==> src/rtl/i2c_txn_scheduler_if.sv <==
// Bus between the transaction scheduler and one i2c_master instance.
// The scheduler side drives the transaction descriptor and ena; the
// master side returns busy, ack_error, progress and read data.
interface i2c_txn_scheduler_if;
  logic        m_ena;
  logic [6:0]  m_addr;
  logic        m_rw;
  logic [31:0] m_data_wr;
  logic [7:0]  m_nbytes;
  logic        m_read_only;
  logic        m_busy;
  logic        m_ack_error;
  logic [7:0]  m_byte_counter;
  logic [31:0] m_data_rd;
  logic        m_fifo_write_ack;

  modport master (
    output m_ena, m_addr, m_rw, m_data_wr, m_nbytes, m_read_only,
    input  m_busy, m_ack_error, m_byte_counter, m_data_rd, m_fifo_write_ack
  );

  modport slave (
    input  m_ena, m_addr, m_rw, m_data_wr, m_nbytes, m_read_only,
    output m_busy, m_ack_error, m_byte_counter, m_data_rd, m_fifo_write_ack
  );
endinterface

==> src/rtl/i2c_txn_scheduler.sv <==
// Round-robin scheduler sharing one i2c_master between N_REQ requesters.
// A winner's descriptor is latched when it is picked in IDLE, the master is
// driven through START/RUN/DRAIN, read words are forwarded tagged with the
// owner, and a one-cycle done pulse carries ok / ack_error / timeout status.
module i2c_txn_scheduler #(
  parameter int N_REQ          = 4,
  parameter int TIMEOUT_CYCLES = 2000000
) (
  input  logic                  clock,
  input  logic                  reset_n,
  input  logic [N_REQ-1:0]      req,
  input  logic [7*N_REQ-1:0]    req_addr,
  input  logic [N_REQ-1:0]      req_rw,
  input  logic [32*N_REQ-1:0]   req_data,
  input  logic [8*N_REQ-1:0]    req_nbytes,
  input  logic [N_REQ-1:0]      req_read_only,
  output logic [N_REQ-1:0]      grant,
  output logic [N_REQ-1:0]      done,
  output logic [1:0]            status,
  output logic [31:0]           rd_data,
  output logic                  rd_valid,
  output logic [2:0]            rd_owner,
  i2c_txn_scheduler_if.master   m
);

  localparam logic [2:0] IDLE  = 3'd0;
  localparam logic [2:0] LOAD  = 3'd1;
  localparam logic [2:0] START = 3'd2;
  localparam logic [2:0] RUN   = 3'd3;
  localparam logic [2:0] DRAIN = 3'd4;
  localparam logic [2:0] DONE  = 3'd5;
  localparam logic [2:0] ABORT = 3'd6;

  localparam logic [1:0] ST_OK      = 2'b00;
  localparam logic [1:0] ST_ACK_ERR = 2'b01;
  localparam logic [1:0] ST_TIMEOUT = 2'b10;

  localparam int         TW       = $clog2(TIMEOUT_CYCLES + 1);
  // timer_r counts active cycles after LOAD; together with the LOAD cycle and
  // the current cycle, reaching this value means ABORT lands exactly
  // TIMEOUT_CYCLES cycles after LOAD.
  localparam logic [TW-1:0] TIMER_LIMIT = TW'(TIMEOUT_CYCLES - 2);
  localparam logic [2:0] LAST_IDX = 3'(N_REQ - 1);
  localparam logic [3:0] N_REQ_W  = 4'(N_REQ);

  logic [2:0]    state_r;
  logic [2:0]    rr_ptr_r;
  logic [2:0]    winner_r;
  logic [TW-1:0] timer_r;
  logic          ack_r;
  logic          fwa_d_r;
  logic          ena_r;
  logic [6:0]    addr_r;
  logic          rw_r;
  logic [31:0]   data_wr_r;
  logic [7:0]    nbytes_q;
  logic          read_only_r;

  logic [7:0]    req_a;
  logic [6:0]    addr_a    [8];
  logic          rw_a      [8];
  logic [31:0]   data_a    [8];
  logic [7:0]    nbytes_a  [8];
  logic          ro_a      [8];

  logic [2:0]    pick_s;
  logic          found_s;
  logic          active_s;
  logic          timeout_s;
  logic          ack_hit_s;
  logic          rd_edge_s;
  logic [7:0]    pick_hot_s;
  logic [7:0]    win_hot_s;
  logic [2:0]    next_ptr_s;

  // Requester slices spread into 8-entry tables so a 3-bit index always fits.
  for (genvar g = 0; g < 8; g++) begin : g_slice
    if (g < N_REQ) begin : g_on
      assign req_a[g]    = req[g];
      assign addr_a[g]   = req_addr[7*g +: 7];
      assign rw_a[g]     = req_rw[g];
      assign data_a[g]   = req_data[32*g +: 32];
      assign nbytes_a[g] = req_nbytes[8*g +: 8];
      assign ro_a[g]     = req_read_only[g];
    end else begin : g_off
      assign req_a[g]    = 1'b0;
      assign addr_a[g]   = 7'd0;
      assign rw_a[g]     = 1'b0;
      assign data_a[g]   = 32'd0;
      assign nbytes_a[g] = 8'd0;
      assign ro_a[g]     = 1'b0;
    end
  end

  assign active_s   = (state_r == START) || (state_r == RUN) || (state_r == DRAIN);
  assign timeout_s  = active_s && (timer_r >= TIMER_LIMIT);
  assign ack_hit_s  = ((state_r == RUN) || (state_r == DRAIN)) && m.m_ack_error;
  assign rd_edge_s  = active_s && m.m_fifo_write_ack && !fwa_d_r;
  assign pick_hot_s = 8'd1 << pick_s;
  assign win_hot_s  = 8'd1 << winner_r;
  assign next_ptr_s = (winner_r == LAST_IDX) ? 3'd0 : (winner_r + 3'd1);

  assign m.m_ena       = ena_r;
  assign m.m_addr      = addr_r;
  assign m.m_rw        = rw_r;
  assign m.m_data_wr   = data_wr_r;
  assign m.m_nbytes    = nbytes_q;
  assign m.m_read_only = read_only_r;

  // Round-robin pick: first pending request scanning upward from rr_ptr.
  always_comb begin
    logic [3:0] idx;
    pick_s  = rr_ptr_r;
    found_s = 1'b0;
    idx     = 4'd0;
    for (int i = 0; i < N_REQ; i++) begin
      idx = {1'b0, rr_ptr_r} + 4'(i);
      idx = (idx >= N_REQ_W) ? (idx - N_REQ_W) : idx;
      if (!found_s && req_a[idx[2:0]]) begin
        pick_s  = idx[2:0];
        found_s = 1'b1;
      end else begin
        found_s = found_s;
      end
    end
  end

  // Transaction FSM: descriptor latch, master sequencing, grant/done/status.
  always_ff @(posedge clock) begin
    if (!reset_n) begin
      state_r     <= IDLE;
      rr_ptr_r    <= 3'd0;
      winner_r    <= 3'd0;
      ena_r       <= 1'b0;
      addr_r      <= 7'd0;
      rw_r        <= 1'b0;
      data_wr_r   <= 32'd0;
      nbytes_q    <= 8'd0;
      read_only_r <= 1'b0;
      grant       <= '0;
      done        <= '0;
      status      <= ST_OK;
    end else begin
      done   <= '0;
      status <= ST_OK;
      case (state_r)
        IDLE: begin
          if (found_s) begin
            winner_r    <= pick_s;
            grant       <= pick_hot_s[N_REQ-1:0];
            addr_r      <= addr_a[pick_s];
            rw_r        <= rw_a[pick_s];
            data_wr_r   <= data_a[pick_s];
            nbytes_q    <= nbytes_a[pick_s];
            read_only_r <= ro_a[pick_s];
            state_r     <= LOAD;
          end
        end
        LOAD: begin
          if (nbytes_q == 8'd0) begin
            grant    <= '0;
            done     <= win_hot_s[N_REQ-1:0];
            status   <= ST_OK;
            rr_ptr_r <= next_ptr_s;
            state_r  <= DONE;
          end else begin
            ena_r   <= 1'b1;
            state_r <= START;
          end
        end
        START: begin
          if (timeout_s) begin
            ena_r   <= 1'b0;
            state_r <= ABORT;
          end else if (m.m_busy) begin
            state_r <= RUN;
          end
        end
        RUN: begin
          if (timeout_s) begin
            ena_r   <= 1'b0;
            state_r <= ABORT;
          end else if (m.m_byte_counter >= nbytes_q) begin
            ena_r   <= 1'b0;
            state_r <= DRAIN;
          end
        end
        DRAIN: begin
          if (timeout_s) begin
            ena_r   <= 1'b0;
            state_r <= ABORT;
          end else if (!m.m_busy) begin
            grant    <= '0;
            done     <= win_hot_s[N_REQ-1:0];
            status   <= (ack_r || ack_hit_s) ? ST_ACK_ERR : ST_OK;
            rr_ptr_r <= next_ptr_s;
            state_r  <= DONE;
          end
        end
        ABORT: begin
          ena_r    <= 1'b0;
          grant    <= '0;
          done     <= win_hot_s[N_REQ-1:0];
          status   <= ST_TIMEOUT;
          rr_ptr_r <= next_ptr_s;
          state_r  <= DONE;
        end
        DONE: begin
          state_r <= IDLE;
        end
        default: begin
          ena_r   <= 1'b0;
          grant   <= '0;
          state_r <= IDLE;
        end
      endcase
    end
  end

  // Watchdog timer and sticky ack_error flag, both restarted in LOAD.
  always_ff @(posedge clock) begin
    if (!reset_n) begin
      timer_r <= '0;
      ack_r   <= 1'b0;
    end else if (state_r == LOAD) begin
      timer_r <= '0;
      ack_r   <= 1'b0;
    end else begin
      if (active_s) begin
        timer_r <= timer_r + TW'(1);
      end
      if (ack_hit_s) begin
        ack_r <= 1'b1;
      end
    end
  end

  // Read path: one rd_valid strobe per rising edge of fifo_write_ack while busy.
  always_ff @(posedge clock) begin
    if (!reset_n) begin
      fwa_d_r  <= 1'b0;
      rd_valid <= 1'b0;
      rd_data  <= 32'd0;
      rd_owner <= 3'd0;
    end else begin
      fwa_d_r <= m.m_fifo_write_ack;
      if (rd_edge_s) begin
        rd_valid <= 1'b1;
        rd_data  <= m.m_data_rd;
        rd_owner <= winner_r;
      end else begin
        rd_valid <= 1'b0;
      end
    end
  end

endmodule

==> src/flat_wrapper.sv <==
// flat-port wrapper written by rule: the top's interface ports become plain ports
module i2c_txn_scheduler_flat 
#(
  parameter int N_REQ          = 4,
  parameter int TIMEOUT_CYCLES = 2000000
)
  (clock, reset_n, req, req_addr, req_rw, req_data, req_nbytes, req_read_only, grant, done, status, rd_data, rd_valid, rd_owner, m_m_ena, m_m_addr, m_m_rw, m_m_data_wr, m_m_nbytes, m_m_read_only, m_m_busy, m_m_ack_error, m_m_byte_counter, m_m_data_rd, m_m_fifo_write_ack);
  i2c_txn_scheduler_if m_i ();
  input  logic clock;
  input  logic reset_n;
  input  logic [N_REQ-1:0] req;
  input  logic [7*N_REQ-1:0] req_addr;
  input  logic [N_REQ-1:0] req_rw;
  input  logic [32*N_REQ-1:0] req_data;
  input  logic [8*N_REQ-1:0] req_nbytes;
  input  logic [N_REQ-1:0] req_read_only;
  output logic [N_REQ-1:0] grant;
  output logic [N_REQ-1:0] done;
  output logic [1:0] status;
  output logic [31:0] rd_data;
  output logic rd_valid;
  output logic [2:0] rd_owner;
  output wire logic [$bits(m_i.m_ena)-1:0] m_m_ena;
  output wire logic [$bits(m_i.m_addr)-1:0] m_m_addr;
  output wire logic [$bits(m_i.m_rw)-1:0] m_m_rw;
  output wire logic [$bits(m_i.m_data_wr)-1:0] m_m_data_wr;
  output wire logic [$bits(m_i.m_nbytes)-1:0] m_m_nbytes;
  output wire logic [$bits(m_i.m_read_only)-1:0] m_m_read_only;
  input wire logic [$bits(m_i.m_busy)-1:0] m_m_busy;
  input wire logic [$bits(m_i.m_ack_error)-1:0] m_m_ack_error;
  input wire logic [$bits(m_i.m_byte_counter)-1:0] m_m_byte_counter;
  input wire logic [$bits(m_i.m_data_rd)-1:0] m_m_data_rd;
  input wire logic [$bits(m_i.m_fifo_write_ack)-1:0] m_m_fifo_write_ack;
  assign m_m_ena = m_i.m_ena;
  assign m_m_addr = m_i.m_addr;
  assign m_m_rw = m_i.m_rw;
  assign m_m_data_wr = m_i.m_data_wr;
  assign m_m_nbytes = m_i.m_nbytes;
  assign m_m_read_only = m_i.m_read_only;
  assign m_i.m_busy = m_m_busy;
  assign m_i.m_ack_error = m_m_ack_error;
  assign m_i.m_byte_counter = m_m_byte_counter;
  assign m_i.m_data_rd = m_m_data_rd;
  assign m_i.m_fifo_write_ack = m_m_fifo_write_ack;
  i2c_txn_scheduler #(.N_REQ(N_REQ), .TIMEOUT_CYCLES(TIMEOUT_CYCLES)) u_core (.clock(clock), .reset_n(reset_n), .req(req), .req_addr(req_addr), .req_rw(req_rw), .req_data(req_data), .req_nbytes(req_nbytes), .req_read_only(req_read_only), .grant(grant), .done(done), .status(status), .rd_data(rd_data), .rd_valid(rd_valid), .rd_owner(rd_owner), .m(m_i));
endmodule
==> config.mk <==
export PLATFORM = sky130hd
export DESIGN_NAME = i2c_txn_scheduler_flat
export DESIGN_NICKNAME = d
export VERILOG_FILES = /design/src/rtl/i2c_txn_scheduler_if.sv /design/src/rtl/i2c_txn_scheduler.sv /design/src/flat_wrapper.sv
export SDC_FILE = /design/constraint.sdc
export NUM_CORES = 1
export LEC_CHECK = 0
export CAP_MARGIN = 25
export CORE_MARGIN = 5
export CORE_UTILIZATION = 38
export CTS_CLUSTER_DIAMETER = 200
export DETAILED_ROUTE_END_ITERATION = 12
export GPL_ROUTABILITY_DRIVEN = 1
export PLACE_DENSITY = 0.79
export SETUP_SLACK_MARGIN = 0.02
export SLEW_MARGIN = 20
export SYNTH_ARGS = -nofsm -noshare
export SYNTH_HDL_FRONTEND = slang
export SYNTH_SLANG_ARGS = --single-unit
==> constraint.sdc <==
create_clock -name clock -period 3 [get_ports clock]
set_input_delay 0.3 -clock clock [delete_from_list [all_inputs] [get_ports clock]]
set_output_delay 0.3 -clock clock [all_outputs]
set_load 0.01 [all_outputs]
## Word level (Yosys, flattened, before mapping)

Cells that the tools add are included.

- Register bits: 128
- Input bits: 245

- $add $sub $neg: 9
- $lt $le $gt $ge: 11
- Eq/ne operators: 16
- Shift operators: 2
- Multiplexer cells: 68
- Bitwise logic cells: 4
- Reduce and logical (&&, ||, !) cells: 27

Operator list:

| cell | count |
|---|---|
| binary-select mux 32 bit (select 3 bit) | 1 |
| two-way mux 32 bit | 2 |
| two-way mux 3 bit | 20 |
| two-way mux 4 bit | 7 |
| binary-select mux 8 bit (select 3 bit) | 1 |
| adder 21 x 1 -> 21 bit, second input constant | 1 |
| binary-select mux 7 bit (select 3 bit) | 1 |
| greater-or-equal comparator 21 bit, second input constant | 1 |
| binary-select mux 1 bit (select 3 bit) | 6 |
| two-way mux 1 bit | 18 |
| one-hot mux 3 bit (6 select lines) | 1 |
| < comparator 3 x 4 -> 1 bit, second input constant | 4 |
| two-way mux 8 bit | 2 |
| one-hot mux 4 bit (4 select lines) | 1 |
| two-way mux 7 bit | 2 |
| greater-or-equal comparator 4 x 3 -> 1 bit, second input constant | 3 |
| one-hot mux 4 bit (3 select lines) | 1 |
| AND reduction 4 bit | 3 |
| subtractor 3 bit, second input constant | 4 |
| equality test 3 x 2 -> 1 bit, second input constant | 3 |
| equality test 3 bit, second input constant | 3 |
| inequality test 3 x 2 -> 1 bit, second input constant | 3 |
| one-hot mux 3 bit (3 select lines) | 1 |
| adder 3 x 2 -> 4 bit, second input constant | 2 |
| other kinds (24) | 46 |

## Depth between registers and ports, before layout

Gate-level depths: netlist (run 1).

- Depth in word-level cells: 18
- Depth in mapped cells: 14

## Worst setup path before layout (run 1)

No wires, ideal clock.

- Path kind: flip-flop to flip-flop
- Start point: reg u_core.rr_ptr_r[0]
- End point: reg u_core.addr_r[5] (netlist: u_core.m.m_addr[5])
- Setup time: 70 ps
- Arrival time: 3078 ps
- Slack: -148 ps
- Stages on the path, launching flop included: 15
- Buffers on the path: 5
- Cell sequence: dfxtp_1 -> buf_6 -> buf_2 -> clkinv_1 -> ha_1 -> buf_2 -> mux2i_1 -> or3_1 -> clkbuf_1 -> nand2_1 -> nor4_2 -> clkbuf_1 -> o21ai_0 -> and3_1 -> a21oi_1

- Cells in the longest elaborated chain, start to end: 18
- Elaborated cells on any way between the ends: 42
- Those cells by class: add/sub: 7; order compare: 4; mux: 23; bitwise: 1; reduce/logical: 7

RTL lines:

| item | RTL line | text |
|---|---|---|
| start: declaration | i2c_txn_scheduler.sv:47 | `logic [2:0] rr_ptr_r;` |
| start signal: assignment | i2c_txn_scheduler.sv:164 | `rr_ptr_r <= next_ptr_s;` |
| start signal: assignment | i2c_txn_scheduler.sv:196 | `rr_ptr_r <= next_ptr_s;` |
| start signal: assignment | i2c_txn_scheduler.sv:205 | `rr_ptr_r <= next_ptr_s;` |
| branches (longest 18 deep; another with adder 3 x 1 -> 4 bit) | n/a |  |
| end signal: assignment | i2c_txn_scheduler.sv:151 | `addr_r <= addr_a[pick_s];` |
| end: declaration | i2c_txn_scheduler.sv:53 | `logic [6:0] addr_r;` |

Parallel ways; which one is timed is not known. The select of a mux whose other input is x is not followed.
A chain may end at the register's enable or synchronous reset.

## Worst setup path in the final report (run 1)

- Start point: reg u_core.rr_ptr_r[0]
- End point: reg u_core.addr_r[0] (netlist: u_core.m.m_addr[0])

The elaborated chain is that of the path after synthesis.

==> metrics.yaml, run 1 <==
coreArea_mm2: 0.0186
die-area_mm2: 0.0215
finalMaxSlewViolations: 0
synth_mux_area_share_pct: 2.80
grt-ovfl-total: 0
holdCritStartpoint: "m_m_data_rd[30]"
ys_async_sr_fraction_pct: 0
worst_pin_slew_ns: 0.706
ys_seq_area_share_pct: 36.1
cp.depth: 13
yosysTopAreaCellShare_pct: 36.1
cp_common_cell: "buf_4"
synth_cells: 890
status: "finished clean"
worstPathArrival_ns: 3.23
rrSetupSlack_ns: 0.11
drt_iter0_drc: 518
synth_area_mm2: 0.00711
clk_pin_slew_ns: 0.06
post-route-util_pct: 63.0
min_path_cells: 3
synth_common_cells: "128 x dfxtp_1, 115 x o21ai_0, 100 x nand2_1"
drv_cap: 0
p_clk_share_pct: 22.1
crit_start: "u_core.rr_ptr_r[0]"
critPathRequiredTime_ns: 3.34
fmaxAchievable_mhz: 346
drtAntennaViolNets: 0
clk_latency_ns: 0.41
r2r_start: "u_core.rr_ptr_r[0]"
syn_area_per_cell_um2: 7.98
layout.cells.non_filler: 1480
use_met2_pct: 41.5
regToRegEndpoint: "u_core.m.m_addr[0]"
nets: 1491
grtUsageTotal_pct: 24.2
fin_crit_sh_pct: 96.3
power_density_mw_per_mm2: 801
setup_ws_ns: 0.112
netlist_top_cells_area: "dfxtp_1 36%, o21ai_0 8.1%, a22oi_1 5.3%"
crit_type: "register to register"
tns_ns: 0
p_leak_nw: 4.36
row_count: 50
fill_cells: 1601
gp_congestion: 0.896
synth_xor_area_share_pct: 1.73
dp_hpwl_um: 20400
firstDrtPassIters: 5
grt_max_degree: 71
synth_seq_cells: 128
cp_top_family: "buffers and inverters"
initial_core_util_pct: 38.2
cp_slowest_cell: "dfxtp_1"
drc: 0
path_buf_inv: 5
top_usage_layer: "met2"
cts_tree: "done"
reg2regPathDepth: 13
internal_power_w: 0.00580
yosys_warnings: 0
crit_chain: "clkinv_2, ha_2, mux4_2, buf_4, o21ai_1, o21ai_4, buf_4, nor4_4, buf_4, buf_12, o21ai_0, and3_1, a21oi_1"
yosys.area_share.simple_pct: 18.5
finalCriticalPeriod_ns: 2.89
yosysUniqueCellTypes: 64
grt_pass1_wl_um: 42000
endpoint_kind: "register"
htreeDepth: 4
grtUsageMet3_pct: 7.99
skew_ns: 0.0105
vias: 8325
synth_area_leader_cell: "dfxtp_1"
max_stage_delay_ns: 0.36
yosysMostFrequentCell: "dfxtp_1"
io_pins: 341
routed_wl_um: 28500
slew_headroom_pct: 52.9
hold_viol: 0
antenna_found_initial: 4
clockRootBuffer: "clkbuf_16"
die-height_um: 147
syn_to_final_growth_pct: 64.8
synthAdderAreaFrac_pct: 2.82
clockBufferDepth: 2
power.switching_w: 0.00358
numClockSinks: 128
synth_edf_count: 0
die_w_um: 147
seqPwrFrac_pct: 24.7
drive_gt1_share_pct: 9.26
place_ws_ns: -0.147
ys.flop_type: "dfxtp_1"
setup_viol: 0
via_per_inst: 5.63
grt_pass1_vias: 7948
wl_per_cell_um: 19.2
whs_endpoint: "u_core.rd_data[30]"
hold_buffers: 0
cts_buffers: 17
synth_top_family_by_area: "compound AO/OA/AOI/OAI gates"
use_met1_pct: 27.1
placed_cells: 1434
synth-compound-area-share_pct: 32.0
ir_worst_vdd_mv: 0.481
power_frac_comb_pct: 53.2
synth_fp_nets: 1151
sw_frac_of_total_pct: 38.1
io_buffers: 340
hp-class: "primary input to register"
start_kind: "register"
critPathMaxFanout: 25
[worst max-delay path by stage]
stage | endpoint | slack, ns
2_1_floorplan | u_core.m.m_nbytes[4] | 0.07
3_3_place_gp | u_core.m.m_addr[1] | -0.06
3_5_place_dp | u_core.m.m_data_wr[17] | -0.15
4_1_cts | u_core.m.m_data_wr[2] | 0.08
5_1_grt | u_core.m.m_data_wr[25] | -0.004
6_report | u_core.m.m_addr[0] | 0.11
[worst register-to-register path: cells and delay by family (launching register included)]
family / cells / cell delay, ns
simple gates: 2 / 0.43
flops: 1 / 0.36
mux: 1 / 0.35
compound gates: 4 / 0.56
fa+ha+maj: 1 / 0.36
buf+inv: 5 / 0.75
[registers in the layout, summed over array words and instances (netlist names), 2 cells and up]
| signal | count |
|---|---|
| u_core.m.m_data_wr | 32 |
| u_core.winner_r | 3 |
| u_core.grant | 4 |
| u_core.rd_data | 32 |
| u_core.rr_ptr_r | 3 |
| u_core.state_r | 3 |
| u_core.status | 2 |
| u_core.rd_owner | 3 |
| u_core.m.m_nbytes | 8 |
| u_core.m.m_addr | 7 |
| u_core.timer_r | 21 |
| u_core.done | 4 |
[repair_timing]
| action | 4_1_cts | 5_1_grt |
|---|---|---|
| pin swaps | 0 | 2 |
| gates cloned | 0 | 3 |
| resized for setup | 1 | 6 |
| buffers inserted | 0 | 8 |
| setup endpoints to repair | 5 | 50 |
[cell usage in the layout, fill, tap and decap left out, types with 4 or more instances in the layout]
master	instances
o211ai_1	5
o21ai_0	114
nand4_1	7
a22oi_1	50
ha_1	15
clkinv_2	4
nand2_1	100
and2_1	10
nor2_1	34
or3_1	6
and3_1	57
a21boi_0	37
dfxtp_1	128
buf_4	48
xor2_1	11
clkbuf_16	18
o21a_1	4
clkdlybuf4s50_1	339
diode_2	4
nor2b_1	5
a21oi_1	66
a21o_1	4
clkbuf_8	4
o31ai_1	50
nand3_1	11
mux2i_1	11
inv_1	19
nor3_1	9
buf_12	7
[metrics by stage]
step	hold WS, ns	power [W]	instance area (um2)
after detailed placement	0.457	0.00708	11000
after global placement	0.449	0.00702	11000
after floorplan	0.379	0.00500	7110
final	0.449	0.00938	11700
after global routing	0.452	0.00998	11700
after CTS	0.433	0.00918	11500
[routing by layer]
metal | vias up | wire (um) | share of wire, %
li1 | 3958 | - | -
met1 | 3890 | 10700 | 37
met2 | 417 | 14000 | 49
met3 | 60 | 2710 | 9.5
met4 | 0 | 1050 | 3.7
met5 | - | 0 | 0
[power groups by stage]
stage / registers [W] / clock network [W] / logic (W)
floorplan: 0.00244 / 0 / 0.00256
global placement: 0.00233 / 0 / 0.00469
detailed placement: 0.00233 / 0 / 0.00474
CTS: 0.00231 / 0.00211 / 0.00476
global route: 0.00236 / 0.00220 / 0.00542
finish: 0.00231 / 0.00207 / 0.00499
[cells by family (layout without fill, tap and decap cells)]
group | Yosys count | after routing
compound gates | 358 | 360
xor+xnor | 14 | 14
fa+ha+maj | 16 | 16
buf+inv | 97 | 447
flops | 128 | 128
mux | 17 | 17
other cells | 0 | 4
simple gates | 260 | 260
[cell type report]
| class | instances | area (um2) | area share, % |
|---|---|---|---|
| tap | 234 | 293 | 2.50 |
| timing repair buffer | 396 | 3920 | 33.5 |
| clock buffer | 22 | 484 | 4.13 |
| inverter | 20 | 76.3 | 0.652 |
| multi-input combinational | 667 | 4260 | 36.3 |
| antenna | 4 | 10.0 | 0.0855 |
| sequential | 128 | 2560 | 21.9 |
| clock inverter | 9 | 106 | 0.908 |
Note: power is estimated with default switching activity, not from simulation.
==> inputs of run 2 (changes only) <==
- ABC_CLOCK_PERIOD_IN_PS: unset -> 3000
==> results of run 2 <==
Same layout as run 1: the final DEF is identical, and so are final timing and power.
